==> src/rtl/cache_mem_arbiter.sv <==
// Round-robin arbiter sharing one memory command/data channel between I$ refills and
// D$ refills/writebacks, with a registered, source-tagged read-return router.
module cache_mem_arbiter #(
  parameter int TIDW   = 6,
  parameter int LADDRW = 27,
  parameter int BEATW  = 128
) (
  input  logic              gclk,
  input  logic              rstn,
  input  logic              ic_req_valid,
  input  logic [TIDW-1:0]   ic_req_tid,
  input  logic [LADDRW-1:0] ic_req_addr,
  output logic              ic_req_ready,
  input  logic              dc_req_valid,
  input  logic              dc_req_op,
  input  logic [TIDW-1:0]   dc_req_tid,
  input  logic [LADDRW-1:0] dc_req_addr,
  output logic              dc_req_ready,
  input  logic [BEATW-1:0]  dc_wdata,
  output logic              dc_wdata_ready,
  output logic              mem_cmd_valid,
  output logic              mem_cmd_we,
  output logic              mem_cmd_src,
  output logic [TIDW-1:0]   mem_cmd_tid,
  output logic [LADDRW-1:0] mem_cmd_addr,
  input  logic              mem_cmd_ready,
  output logic              mem_wdata_valid,
  output logic [BEATW-1:0]  mem_wdata,
  input  logic              mem_wdata_ready,
  input  logic              mem_rdata_valid,
  input  logic              mem_rdata_src,
  input  logic [TIDW-1:0]   mem_rdata_tid,
  input  logic [BEATW-1:0]  mem_rdata,
  output logic              ic_rdata_valid,
  output logic              dc_rdata_valid,
  output logic [TIDW-1:0]   rdata_tid,
  output logic [BEATW-1:0]  rdata,
  output logic              rdata_beat
);

  typedef enum logic [1:0] {ST_IDLE, ST_CMD, ST_WB0, ST_WB1} state_e;

  localparam logic SRC_IC = 1'b0;
  localparam logic SRC_DC = 1'b1;

  state_e            state_q, state_d;
  logic              rr_last_q, rr_last_d;
  logic              cmd_we_q, cmd_we_d;
  logic              cmd_src_q, cmd_src_d;
  logic [TIDW-1:0]   cmd_tid_q, cmd_tid_d;
  logic [LADDRW-1:0] cmd_addr_q, cmd_addr_d;
  logic              grant_ic, grant_dc;

  logic              ic_rv_q, ic_rv_d;
  logic              dc_rv_q, dc_rv_d;
  logic [TIDW-1:0]   rdata_tid_q, rdata_tid_d;
  logic [BEATW-1:0]  rdata_q, rdata_d;
  logic              rdata_beat_q, rdata_beat_d;
  logic              tog_ic_q, tog_ic_d;
  logic              tog_dc_q, tog_dc_d;

  // Command-side FSM: grant, present the latched command, then stream writeback beats.
  always_comb begin
    // NOTE: every signal written here gets a default first, so no path leaves one unassigned (no latches).
    state_d         = state_q;
    rr_last_d       = rr_last_q;
    cmd_we_d        = cmd_we_q;
    cmd_src_d       = cmd_src_q;
    cmd_tid_d       = cmd_tid_q;
    cmd_addr_d      = cmd_addr_q;
    ic_req_ready    = 1'b0;
    dc_req_ready    = 1'b0;
    mem_cmd_valid   = 1'b0;
    mem_wdata_valid = 1'b0;
    mem_wdata       = '0;
    dc_wdata_ready  = 1'b0;
    // On a tie the requester that did not win last time is served.
    grant_ic = ic_req_valid && (!dc_req_valid || rr_last_q == SRC_DC);
    grant_dc = dc_req_valid && (!ic_req_valid || rr_last_q == SRC_IC);

    unique case (state_q)
      ST_IDLE: begin
        // Grant is suppressed while rstn is low so ready stays 0 throughout reset.
        if (rstn && grant_ic) begin
          ic_req_ready = 1'b1;
          cmd_we_d     = 1'b0;
          cmd_src_d    = SRC_IC;
          cmd_tid_d    = ic_req_tid;
          cmd_addr_d   = ic_req_addr;
          rr_last_d    = SRC_IC;
          state_d      = ST_CMD;
        end else if (rstn && grant_dc) begin
          dc_req_ready = 1'b1;
          cmd_we_d     = dc_req_op;
          cmd_src_d    = SRC_DC;
          cmd_tid_d    = dc_req_tid;
          cmd_addr_d   = dc_req_addr;
          rr_last_d    = SRC_DC;
          state_d      = ST_CMD;
        end
      end
      ST_CMD: begin
        mem_cmd_valid = 1'b1;
        if (mem_cmd_ready) state_d = cmd_we_q ? ST_WB0 : ST_IDLE;
      end
      ST_WB0, ST_WB1: begin
        mem_wdata_valid = 1'b1;
        mem_wdata       = dc_wdata;
        dc_wdata_ready  = mem_wdata_ready;
        if (mem_wdata_ready) state_d = (state_q == ST_WB0) ? ST_WB1 : ST_IDLE;
      end
      default: state_d = ST_IDLE;
    endcase
  end

  assign mem_cmd_we   = cmd_we_q;
  assign mem_cmd_src  = cmd_src_q;
  assign mem_cmd_tid  = cmd_tid_q;
  assign mem_cmd_addr = cmd_addr_q;

  // Read return router: one registered output beat per returning beat, per-source beat toggles.
  always_comb begin
    ic_rv_d      = mem_rdata_valid && (mem_rdata_src == SRC_IC);
    dc_rv_d      = mem_rdata_valid && (mem_rdata_src == SRC_DC);
    rdata_d      = rdata_q;
    rdata_tid_d  = rdata_tid_q;
    rdata_beat_d = rdata_beat_q;
    tog_ic_d     = tog_ic_q;
    tog_dc_d     = tog_dc_q;
    if (mem_rdata_valid) begin
      rdata_d     = mem_rdata;
      rdata_tid_d = mem_rdata_tid;
      if (mem_rdata_src == SRC_IC) begin
        rdata_beat_d = tog_ic_q;
        tog_ic_d     = !tog_ic_q;
      end else begin
        rdata_beat_d = tog_dc_q;
        tog_dc_d     = !tog_dc_q;
      end
    end
  end

  assign ic_rdata_valid = ic_rv_q;
  assign dc_rdata_valid = dc_rv_q;
  assign rdata_tid      = rdata_tid_q;
  assign rdata          = rdata_q;
  assign rdata_beat     = rdata_beat_q;

  // NOTE: state is updated with non-blocking assignments so all flops sample pre-edge values.
  always_ff @(posedge gclk or negedge rstn) begin
    if (!rstn) begin
      state_q      <= ST_IDLE;
      rr_last_q    <= SRC_DC;
      cmd_we_q     <= 1'b0;
      cmd_src_q    <= 1'b0;
      cmd_tid_q    <= '0;
      cmd_addr_q   <= '0;
      ic_rv_q      <= 1'b0;
      dc_rv_q      <= 1'b0;
      rdata_tid_q  <= '0;
      rdata_q      <= '0;
      rdata_beat_q <= 1'b0;
      tog_ic_q     <= 1'b0;
      tog_dc_q     <= 1'b0;
    end else begin
      state_q      <= state_d;
      rr_last_q    <= rr_last_d;
      cmd_we_q     <= cmd_we_d;
      cmd_src_q    <= cmd_src_d;
      cmd_tid_q    <= cmd_tid_d;
      cmd_addr_q   <= cmd_addr_d;
      ic_rv_q      <= ic_rv_d;
      dc_rv_q      <= dc_rv_d;
      rdata_tid_q  <= rdata_tid_d;
      rdata_q      <= rdata_d;
      rdata_beat_q <= rdata_beat_d;
      tog_ic_q     <= tog_ic_d;
      tog_dc_q     <= tog_dc_d;
    end
  end

endmodule

==> config.mk <==
export PLATFORM = sky130hd
export DESIGN_NAME = cache_mem_arbiter
export DESIGN_NICKNAME = d
export VERILOG_FILES = /design/src/rtl/cache_mem_arbiter.sv
export SDC_FILE = /design/constraint.sdc
export NUM_CORES = 1
export LEC_CHECK = 0
export BUFFER_PORTS_ARGS = -buffer_cell sky130_fd_sc_hd__buf_2
export CORE_AREA = 5 5 248 250
export DETAILED_ROUTE_END_ITERATION = 8
export DIE_AREA = 0 0 253 255
export PLACE_DENSITY_LB_ADDON = 0.05
export SYNTH_ARGS = -nofsm -noshare
export SYNTH_HDL_FRONTEND = slang
export SYNTH_SLANG_ARGS = --single-unit
==> constraint.sdc <==
create_clock -name gclk -period 2.1 [get_ports gclk]
set_clock_uncertainty 0.2 [all_clocks]
set_input_delay 0.21 -clock gclk [delete_from_list [all_inputs] [get_ports gclk]]
set_output_delay 0.21 -clock gclk [all_outputs]
set_load 0.03 [all_outputs]
# After elaboration in Yosys (flattened, before gate mapping)
# Cells that the tools add are included.
totals:
  ff_bits: 177
  word_cells: 65
classes:
  n_eq_ne: 6
  mux: 25
  bitwise: 2
  reduce_logical: 19
ops:
  columns: ["op", "count"]
  rows:
  - ["$mux W128", 1]
  - ["$mux W27", 2]
  - ["$mux W1", 13]
  - ["$mux W2", 6]
  - ["$mux W6", 2]
  - ["$logic_and A1 B1 Y1", 6]
  - ["$pmux W2 S3", 1]
  - ["$reduce_and A2 Y1", 3]
  - ["$eq A2 B2 Y1 const B", 2]
  - ["$logic_not A1 Y1", 4]
  - ["$ne A2 B2 Y1 const B", 2]
  - ["$ne A3 B3 Y1 const B", 1]
  - ["$reduce_and A3 Y1", 1]
  - ["$eq A2 B1 Y1 const B", 1]
  - ["$logic_not A2 Y1", 1]
  - ["$logic_or A1 B1 Y1", 2]
  - ["$not A1 Y1", 2]
  - ["$reduce_bool A2 Y1", 1]
  - ["$reduce_or A2 Y1", 1]

# Logic depth before layout (Yosys ltp)
# Gate-level depths: netlist of run 1.
logic_depth:
  ltp_word: 7
  depth_mapped: 6
  mapped_depth_nobuf: 3

# Least setup slack after synthesis of run 1
# No wires, ideal clock.
synth_path:
  kind: "register to output"
  start: "reg rr_last_q"
  end: "out ic_req_ready"
  t_arrival_ns: 1.655
  required_time_ns: 1.690
  path_slack_ns: 0.035
  path_stages_with_launch: 4
  path_buffers: 1
  cell_sequence: "dfstp_2 -> nor2b_4 -> clkbuf_1 -> nor4_1"
synth_between:
  elab_chain_len: 5
synth_rtl:
  columns: ["item", "line", "text"]
  rows:
  - ["from (decl)", "47", "logic rr_last_q, rr_last_d;"]
  - ["from (signal assigned)", "167", "rr_last_q <= rr_last_d;"]
  - ["$logic_or A1 B1 Y1", "78", "grant_ic = ic_req_valid && (!dc_req_valid || rr_last_q == SRC_DC);"]
  - ["$logic_and A1 B1 Y1", "78", null]
  - ["$logic_and A1 B1 Y1", "84", "if (rstn && grant_ic) begin"]
  - ["$mux W1", "84", null]
  - ["$mux W1", "81", "unique case (state_q)"]
  - ["to (decl)", "13", "output logic ic_req_ready,"]
# Every way passes these cells.

==> results of run 1 <==
==> per-stage QoR <==
| stage | cell area, um^2 | utilization | std cells | setup TNS, ps | total power [mW] |
|---|---|---|---|---|---|
| 4_1_cts | 15000 | 0.255 | 2274 | -7140 | 15.3 |
| 5_1_grt | 15200 | 0.258 | 2277 | -1580 | 16.1 |
| 3_5_place_dp | 12200 | 0.207 | 2026 | 0 | 11.2 |
| 3_3_place_gp | 12200 | 0.207 | 2026 | 0 | 11.3 |
| 6_report | 15200 | 0.258 | 2277 | 0 | 15.2 |
| 2_1_floorplan | 8060 | - | 655 | 0 | 8.72 |
==> tightest hold or removal path: cells and delay by family <==
family                 cells  cell delay [ps]
AOI/OAI and AO/OA          1              130
and+or+nand+nor            2              250
buffers and inverters      1              120
==> cells by family after synthesis <==
logic type	after synthesis	synth area share
buf+inv	58	0.0383
simple gates	175	0.147
xor+xnor	2	0.00217
mux	135	0.188
flops	177	0.550
compound gates	108	0.0742
==> cells in the mapped netlist, drive strengths merged <==
cell / count
o21ai: 33
buf: 28
nor2b: 3
or3b: 33
xor2: 2
and2: 131
clkbuf: 29
mux2i: 1
nor4: 1
and3: 1
dfstp: 1
nor2: 1
dfrtp: 176
nor3b: 1
a31oi: 34
or2: 1
a311oi: 1
nand2: 3
a21o: 3
mux2: 134
a22o: 1
inv: 1
a21oi: 36
==> where the power goes <==
group	switching (mW)	total, mW	internal, mW
Sequential	0.381	4.44	4.06
Combinational	4.74	7.38	2.64
Clock	1.59	3.40	1.81
Total	6.72	15.2	8.51
==> worst min path at each step <==
stage	startpoint	end	slack, ps	cells after the start
2_1_floorplan	rstn	asynchronous set/reset pin	-290	0
3_3_place_gp	rstn	state_q[0]	-150	1
3_5_place_dp	rstn	state_q[0]	-150	1
4_1_cts	ic_req_valid	mem_cmd_we	30	4
5_1_grt	ic_req_valid	mem_cmd_we	90	4
6_report	ic_req_valid	mem_cmd_we	80	4
==> metal layers <==
metal	vias to the layer above	track usage	share of wire
met2	277	0.242	0.55
met4	0	0.0387	0.017
met1	4019	0.143	0.38
met5	-	0	0
li1	3950	-	-
met3	33	0.0335	0.059
==> state kept, by name, indices dropped and copies added, names as in the netlist, named ones only <==
signal,count
dc_rdata_valid,1
ic_rdata_valid,1
mem_cmd_addr,27
mem_cmd_src,1
mem_cmd_tid,6
mem_cmd_we,1
rdata,128
rdata_beat,1
rdata_tid,6
rr_last_q,1
state_q,1
tog_dc_q,1
tog_ic_q,1
==> timing repair <==
item | 4_1_cts | 5_1_grt
hold buffers | 211 | 0
gates resized for setup | 10 | 97
cloned | 2 | 0
endpoints found under the setup margin | 82 | 104
pin swaps | 1 | 3
buffers inserted | 3 | 3
endpoints found under the hold margin | 354 | 0
==> cell type report <==
type,count,area (um^2)
well taps,773,967
clock inverters,13,148
flip-flops and latches,177,4430
fillers,6429,43600
multi-input cells,421,3350
clock buffers,19,443
repair buffers,873,5830
inverters,1,3.75
==> qor.yml, run 1 <==
run_status:
  status: "completed"
floorplanning:
  fp.dieW_um: 253
  ios: 642
  num_rows: 89
  die_h_um: 255
  core_um2: 58800
  die-area_um2: 64500
  initial_core_util: 0.137
timing:
  setup_viol: 0
  final.setup.worst_slack_ps: 35.2
  fmax_mhz: 484
  slew-limit-headroom: 0.391
  period_minus_slack_ps: 2060
  rsz0062_at_grt: "true"
  hold_viol: 0
  timing.hold.ws_ps: 80.3
  drv_slew: 0
  max_slew.worst_pin.slew_ps: 913
  finalCritPeriodShare: 0.983
cts:
  clk_pin_slew_ps: 70
  cts_inserted_buffers: 17
  cts_htree_levels: 4
  ctsLongestPathBuffers: 2
  cts_tree: "yes"
  insertion_delay_ps: 460
  cts_root_buf: "clkbuf_16"
  cts_sinks: 177
placed_design:
  gp_congestion: 0.772
  portBuffers: 641
  place_ws_ps: 262
  detailed_place_hpwl_mm: 34.0
worst_hold_path:
  worstHoldPathType: "primary input to register"
grt:
  antenna_found_initial: 1
  globalRouteOverflowTotal: 0
  grt_pass1_vias: 8933
  grt_pass1_wl_mm: 61.4
  grt_usage: 0.129
  grt_max_degree: 150
drt:
  firstDrtPassIters: 4
  drcViolationCount: 0
  avgViaCountPerCell: 3.64
  vias: 8279
  drt_wl_total_mm: 44.1
  antenna_left: 0
  drt_iter0_markers: 247
  post_drt_wl_per_cell_um: 19.4
worst_setup_path:
  cpPeakStageDelay_ps: 560
  critPathKind: "register to register"
  crit_chain: "buf_4, buf_12, and2_4, a21o_1, dlygate4sd3_1, a21oi_2"
  critPathLaunchType: "register"
  crit_buf_inv: 3
  cp_data_required_time_ps: 2300
  worstPathMaxFanout: 35
  critPathSlowestCell: "dlygate4sd3_1"
  ff2ff_setup_slack_ps: 40
  critPathCaptureType: "register"
  r2r-end: "state_q[0]"
  crit_cells: 6
  worstPathArrival_ps: 2260
  crit_family: "buffers and inverters"
  worstSetupEndpoint: "state_q[0]"
  rr_worst_depth: 6
pwr:
  max-vdd-ir-drop_mv: 0.600
  powerDensity_nw_per_um2: 1000
  p_leak_nw: 7.28
synthesis:
  syn_area_um2: 8060
  synth.area.top_cells: "dfrtp_1 (55%), mux2_2 (19%), and2_1 (10%), or3b_1 (3.2%), a31oi_1 (2.6%)"
  ys_warn_count: 0
  yosysTopAreaCell: "dfrtp_1"
  synth-seq-cells: 177
  syn-num-nets: 992
  seq_area_frac_synth: 0.550
  syn_inst: 655
  syn_avg_cell_area_um2: 12.3
  synthDistinctLibCells: 26
  synth_top_area_frac: 0.546
final_layout:
  final_common_cell: "buf_2"
  nNetsFinal: 1828
  final_cell_mix: "buf_2 (598), dlygate4sd3_1 (211), dfrtp_1 (175)"
  drive_gt1_frac: 0.560
  diodes: 0
  area_delta_synth_final_pct: 88.3
job:
  cap_violations: 0
No activity file was read; power rests on OpenSTA's default activity.
==> inputs of run 2 (changes only) <==
--- a/config.mk
+++ b/config.mk
@@ -9,7 +9,7 @@
 export CORE_AREA = 5 5 248 250
 export DETAILED_ROUTE_END_ITERATION = 8
 export DIE_AREA = 0 0 253 255
-export PLACE_DENSITY_LB_ADDON = 0.05
+export PLACE_DENSITY = 0.39
 export SYNTH_ARGS = -nofsm -noshare
 export SYNTH_HDL_FRONTEND = slang
 export SYNTH_SLANG_ARGS = --single-unit
==> qor.yml, run 2 (synthesis results as in run 1) <==
floorplanning:
  die_h_um: 255
  initial_core_util: 0.137
  die-area_um2: 64500
  core_um2: 58800
  ios: 642
  num_rows: 89
  fp.dieW_um: 253
drt:
  drt_iter0_markers: 335
  post_drt_wl_per_cell_um: 17.5
  drt_wl_total_mm: 39.8
  avgViaCountPerCell: 3.67
  antenna_left: 0
  drcViolationCount: 0
  firstDrtPassIters: 5
  vias: 8348
cts:
  cts_htree_levels: 4
  cts_tree: "yes"
  cts_root_buf: "clkbuf_16"
  insertion_delay_ps: 470
  cts_sinks: 177
  cts_inserted_buffers: 17
  clk_pin_slew_ps: 80
  ctsLongestPathBuffers: 2
pwr:
  p_leak_nw: 7.24
  power_frac_comb: 0.465
  max-vdd-ir-drop_mv: 0.581
  p_switching_mw: 6.56
  p_clk_frac: 0.233
  powerDensity_nw_per_um2: 997
  p_total_mw: 15.0
  p_int_mw: 8.40
  sequentialPowerShare: 0.301
  switching_share: 0.438
grt:
  grt_usage: 0.115
  grt_pass1_vias: 8785
  grt_max_degree: 80
  grt_pass1_wl_mm: 55.7
  antenna_found_initial: 6
  globalRouteOverflowTotal: 0
final_layout:
  final_core_util: 0.255
  fillCellCount: 6337
  nNetsFinal: 1826
  final_common_cell: "buf_2"
  layoutNonFillerInstCount: 2276
  final_cell_mix: "buf_2 (616), dlygate4sd3_1 (206), dfrtp_1 (175)"
  stdcell_area_um2: 15000
  area_delta_synth_final_pct: 86.1
  drive_gt1_frac: 0.564
  largest_reg_flops: 128
timing:
  period_minus_slack_ps: 2030
  final.setup.worst_slack_ps: 67.7
  hold_viol: 0
  max_slew.worst_pin.slew_ps: 1030
  setup_viol: 0
  finalCritPeriodShare: 0.968
  setup_tns_ps: 0
  fmax_mhz: 492
  timing.hold.ws_ps: 75.7
  rsz0062_at_grt: "true"
  drv_slew: 0
  slew-limit-headroom: 0.310
worst_setup_path:
  critPathKind: "register to output port"
  worstPathMaxFanout: 74
  critPathCaptureType: "output port"
  critPathLaunchType: "register"
  cp_data_required_time_ps: 1690
  worstPathArrival_ps: 1620
placed_design:
  place_ws_ps: 36.8
  portBuffers: 641
  dpl_cell_area_um2: 12200
  detailed_place_hpwl_mm: 30.9
  gp_congestion: 0.744
  dpl.cell_count: 2034
job:
  cap_violations: 0
worst_hold_path:
  worstHoldPathType: "primary input to asynchronous set/reset pin"
run_status:
  status: "completed"
==> run 2: cell count changes in the layout (fill, tap and decap cells not counted), sizes merged <==
cell	before	now
clkbuf	23	35
clkinvlp	2	0
buf	657	648
nor2b	4	5
bufinv	2	3
diode	0	2
dlygate4sd3	211	206
bufbuf	1	0
==> run 2: final timing paths <==
check	to	slack, ps	cells after the start
worst max-delay path	ic_req_ready	70	3
worst min-delay path	mem_cmd_tid[1]	80	2
worst max register to register	state_q[0]	140	5
worst min register to register	tog_ic_q	270	1
max in group asynchronous	rdata[108]	470	4
min in group gclk	mem_cmd_src	110	4
==> run 2: critical path, stage by stage (launching register included) <==
cell and delay, ps:
dfrtp_2 470, buf_12 210, nor4_2 260, buf_4 200
==> run 2: per-layer routing <==
| layer | up-vias | global-route usage | routed length, um |
|---|---|---|---|
| li1 | 3951 | - | - |
| met1 | 4003 | 0.134 | 15400 |
| met2 | 351 | 0.202 | 20600 |
| met3 | 39 | 0.0339 | 3010 |
| met4 | 4 | 0.0421 | 737 |
| met5 | - | 0 | 27 |
==> run 2: repair_timing <==
item                                    4_1_cts  5_1_grt
pin swaps                                     1        0
cloned                                        2        0
resized for setup                            11       23
setup buffers                                 1        0
hold buffers                                206        0
endpoints found under the setup margin        8       22
endpoints found under the hold margin       336        0
==> run 2: cell type report <==
class                      count  area, um^2  share of cell area
timing repair buffer         870        5610               0.374
sequential                   177        4430               0.295
multi-input combinational    422        3360               0.224
tap                          773         967              0.0645
clock buffer                  19         453              0.0302
clock inverter                12         170              0.0113
antenna                        2        5.00            0.000334
inverter                       1        3.75            0.000250
==> run 2: power groups by stage <==
stage	sequential [mW]	combinational [mW]	clock, mW
finish	4.51	6.96	3.49
global route	4.59	7.41	3.78
CTS	4.51	7.00	3.69
detailed placement	4.55	6.59	0
global placement	4.55	6.57	0
floorplan	5.64	3.08	0
==> inputs of run 3 (changes only) <==
--- a/config.mk
+++ b/config.mk
@@ -10,6 +10,7 @@
 export DETAILED_ROUTE_END_ITERATION = 8
 export DIE_AREA = 0 0 253 255
 export PLACE_DENSITY = 0.39
+export RECOVER_POWER = 50
 export SYNTH_ARGS = -nofsm -noshare
 export SYNTH_HDL_FRONTEND = slang
 export SYNTH_SLANG_ARGS = --single-unit
==> qor.yml, run 3 (synthesis results as in run 1) <==
job:
  cap_violations: 1
run_status:
  status: "finished with violations"
  violations: "max-capacitance violations, max-slew violations"
floorplanning:
  core_um2: 58800
  die_h_um: 255
  initial_core_util: 0.137
  ios: 642
  fp.dieW_um: 253
  die-area_um2: 64500
  num_rows: 89
worst_setup_path:
  critPathLaunchType: "register"
  cp_data_required_time_ps: 1690
  critPathSlowestCell: "dfrtp_2"
  worstPathMaxFanout: 74
  ff2ff_setup_slack_ps: 130
  crit_family: "flip-flops"
  critPathCaptureType: "output port"
  critPathKind: "register to output port"
  cpPeakStageDelay_ps: 470
  crit_buf_inv: 2
  worstPathArrival_ps: 1620
  crit_chain: "buf_12, nor4_2, buf_4"
pwr:
  switching_share: 0.443
  sequentialPowerShare: 0.305
  power_frac_comb: 0.460
  p_int_mw: 8.27
  p_leak_nw: 6.82
  p_total_mw: 14.8
  p_switching_mw: 6.57
  p_clk_frac: 0.235
  powerDensity_nw_per_um2: 1000
  max-vdd-ir-drop_mv: 0.581
drt:
  antenna_left: 0
  vias: 8329
  avgViaCountPerCell: 3.66
  firstDrtPassIters: 4
  post_drt_wl_per_cell_um: 17.5
  drt_wl_total_mm: 39.7
  drcViolationCount: 0
  drt_iter0_markers: 366
timing:
  rsz0062_at_grt: "true"
  hold_viol: 0
  fmax_mhz: 492
  finalCritPeriodShare: 0.969
  drv_slew: 29
  setup_viol: 0
  period_minus_slack_ps: 2030
  final.setup.worst_slack_ps: 65.6
  timing.hold.ws_ps: 73.6
  max_slew.worst_pin.slew_ps: 1510
  slew-limit-headroom: -0.00772
  setup_tns_ps: 0
cts:
  clk_pin_slew_ps: 80
  cts_tree: "yes"
  cts_inserted_buffers: 17
  ctsLongestPathBuffers: 2
  insertion_delay_ps: 480
  cts_sinks: 177
  cts_root_buf: "clkbuf_16"
  cts_htree_levels: 4
grt:
  antenna_found_initial: 6
  grtUsageMet2: 0.202
  grt_usage: 0.115
  grt_pass1_vias: 8785
  grt_max_degree: 80
  grtUsageMet3: 0.0339
  globalRouteOverflowTotal: 0
  gr-max-usage-layer: "met2"
  grt_pass1_wl_mm: 55.7
  met1_usage: 0.134
final_layout:
  largest_reg_flops: 128
  drive_gt1_frac: 0.463
  final_cell_mix: "buf_2 (468), dlygate4sd3_1 (206), dfrtp_1 (175)"
  final_common_cell: "buf_2"
  area_delta_synth_final_pct: 83.5
  nNetsFinal: 1826
placed_design:
  detailed_place_hpwl_mm: 30.9
  gp_congestion: 0.744
  place_ws_ps: 36.8
  portBuffers: 641
worst_hold_path:
  worstHoldPathType: "primary input to asynchronous set/reset pin"
-- run 3: power groups by stage --
stage	combinational (mW)	clock, mW	sequential (mW)
4_1_cts	7.00	3.69	4.51
3_3_place_gp	6.57	0	4.55
3_5_place_dp	6.59	0	4.55
5_1_grt	7.28	3.78	4.60
6_report	6.83	3.49	4.52
2_1_floorplan	3.08	0	5.64
-- run 3: per-layer routing --
metal / wire length, um / vias to the layer above
met4: 764 / 4
li1: - / 3957
met2: 20700 / 341
met5: 27 / -
met1: 15500 / 3985
met3: 2810 / 42
-- run 3: final cells by class --
class                      count  area, um^2
multi-input combinational    422        3360
timing repair buffer         870        5400
clock inverter                12         170
fill                        6421       44000
tap                          773         967
clock buffer                  19         453
antenna                        3        7.51
sequential                   177        4430
inverter                       1        3.75
-- run 3: final timing paths --
check / from / end / cells after the start
setup / recovery: register / ic_req_ready / 3
hold / removal: rstn / mem_cmd_tid[1] / 2
setup reg to reg: register / state_q[0] / 5
hold reg to reg: tog_ic_q / tog_ic_q / 1
max in group asynchronous: rstn / rdata[108] / 4
min in group gclk: ic_req_valid / mem_cmd_src / 5
-- run 3: worst register-to-register path, cell delays in order, from the launching register on --
cell           delay (ps)
dfrtp_2               470
buf_12                200
and2_4                180
a21o_1                150
dlygate4sd3_1         550
a21oi_1               150
-- run 3: per-stage QoR --
stage                     area, um^2   util  cells
after floorplan                 8060      -    655
after global placement         12200  0.208   2034
after detailed placement       12200  0.208   2034
after CTS                      14900  0.254   2274
after global routing           14800  0.252   2275
final                          14800  0.252   2277
-- run 3: repair_timing --
action                                  in CTS  in global routing
buffers inserted                             1                  0
hold endpoints to repair                   336                  0
hold buffers                               206                  0
gates resized for setup                     11                 23
pin swaps                                    1                  0
endpoints found under the setup margin       8                 22
gates cloned                                 2                  0
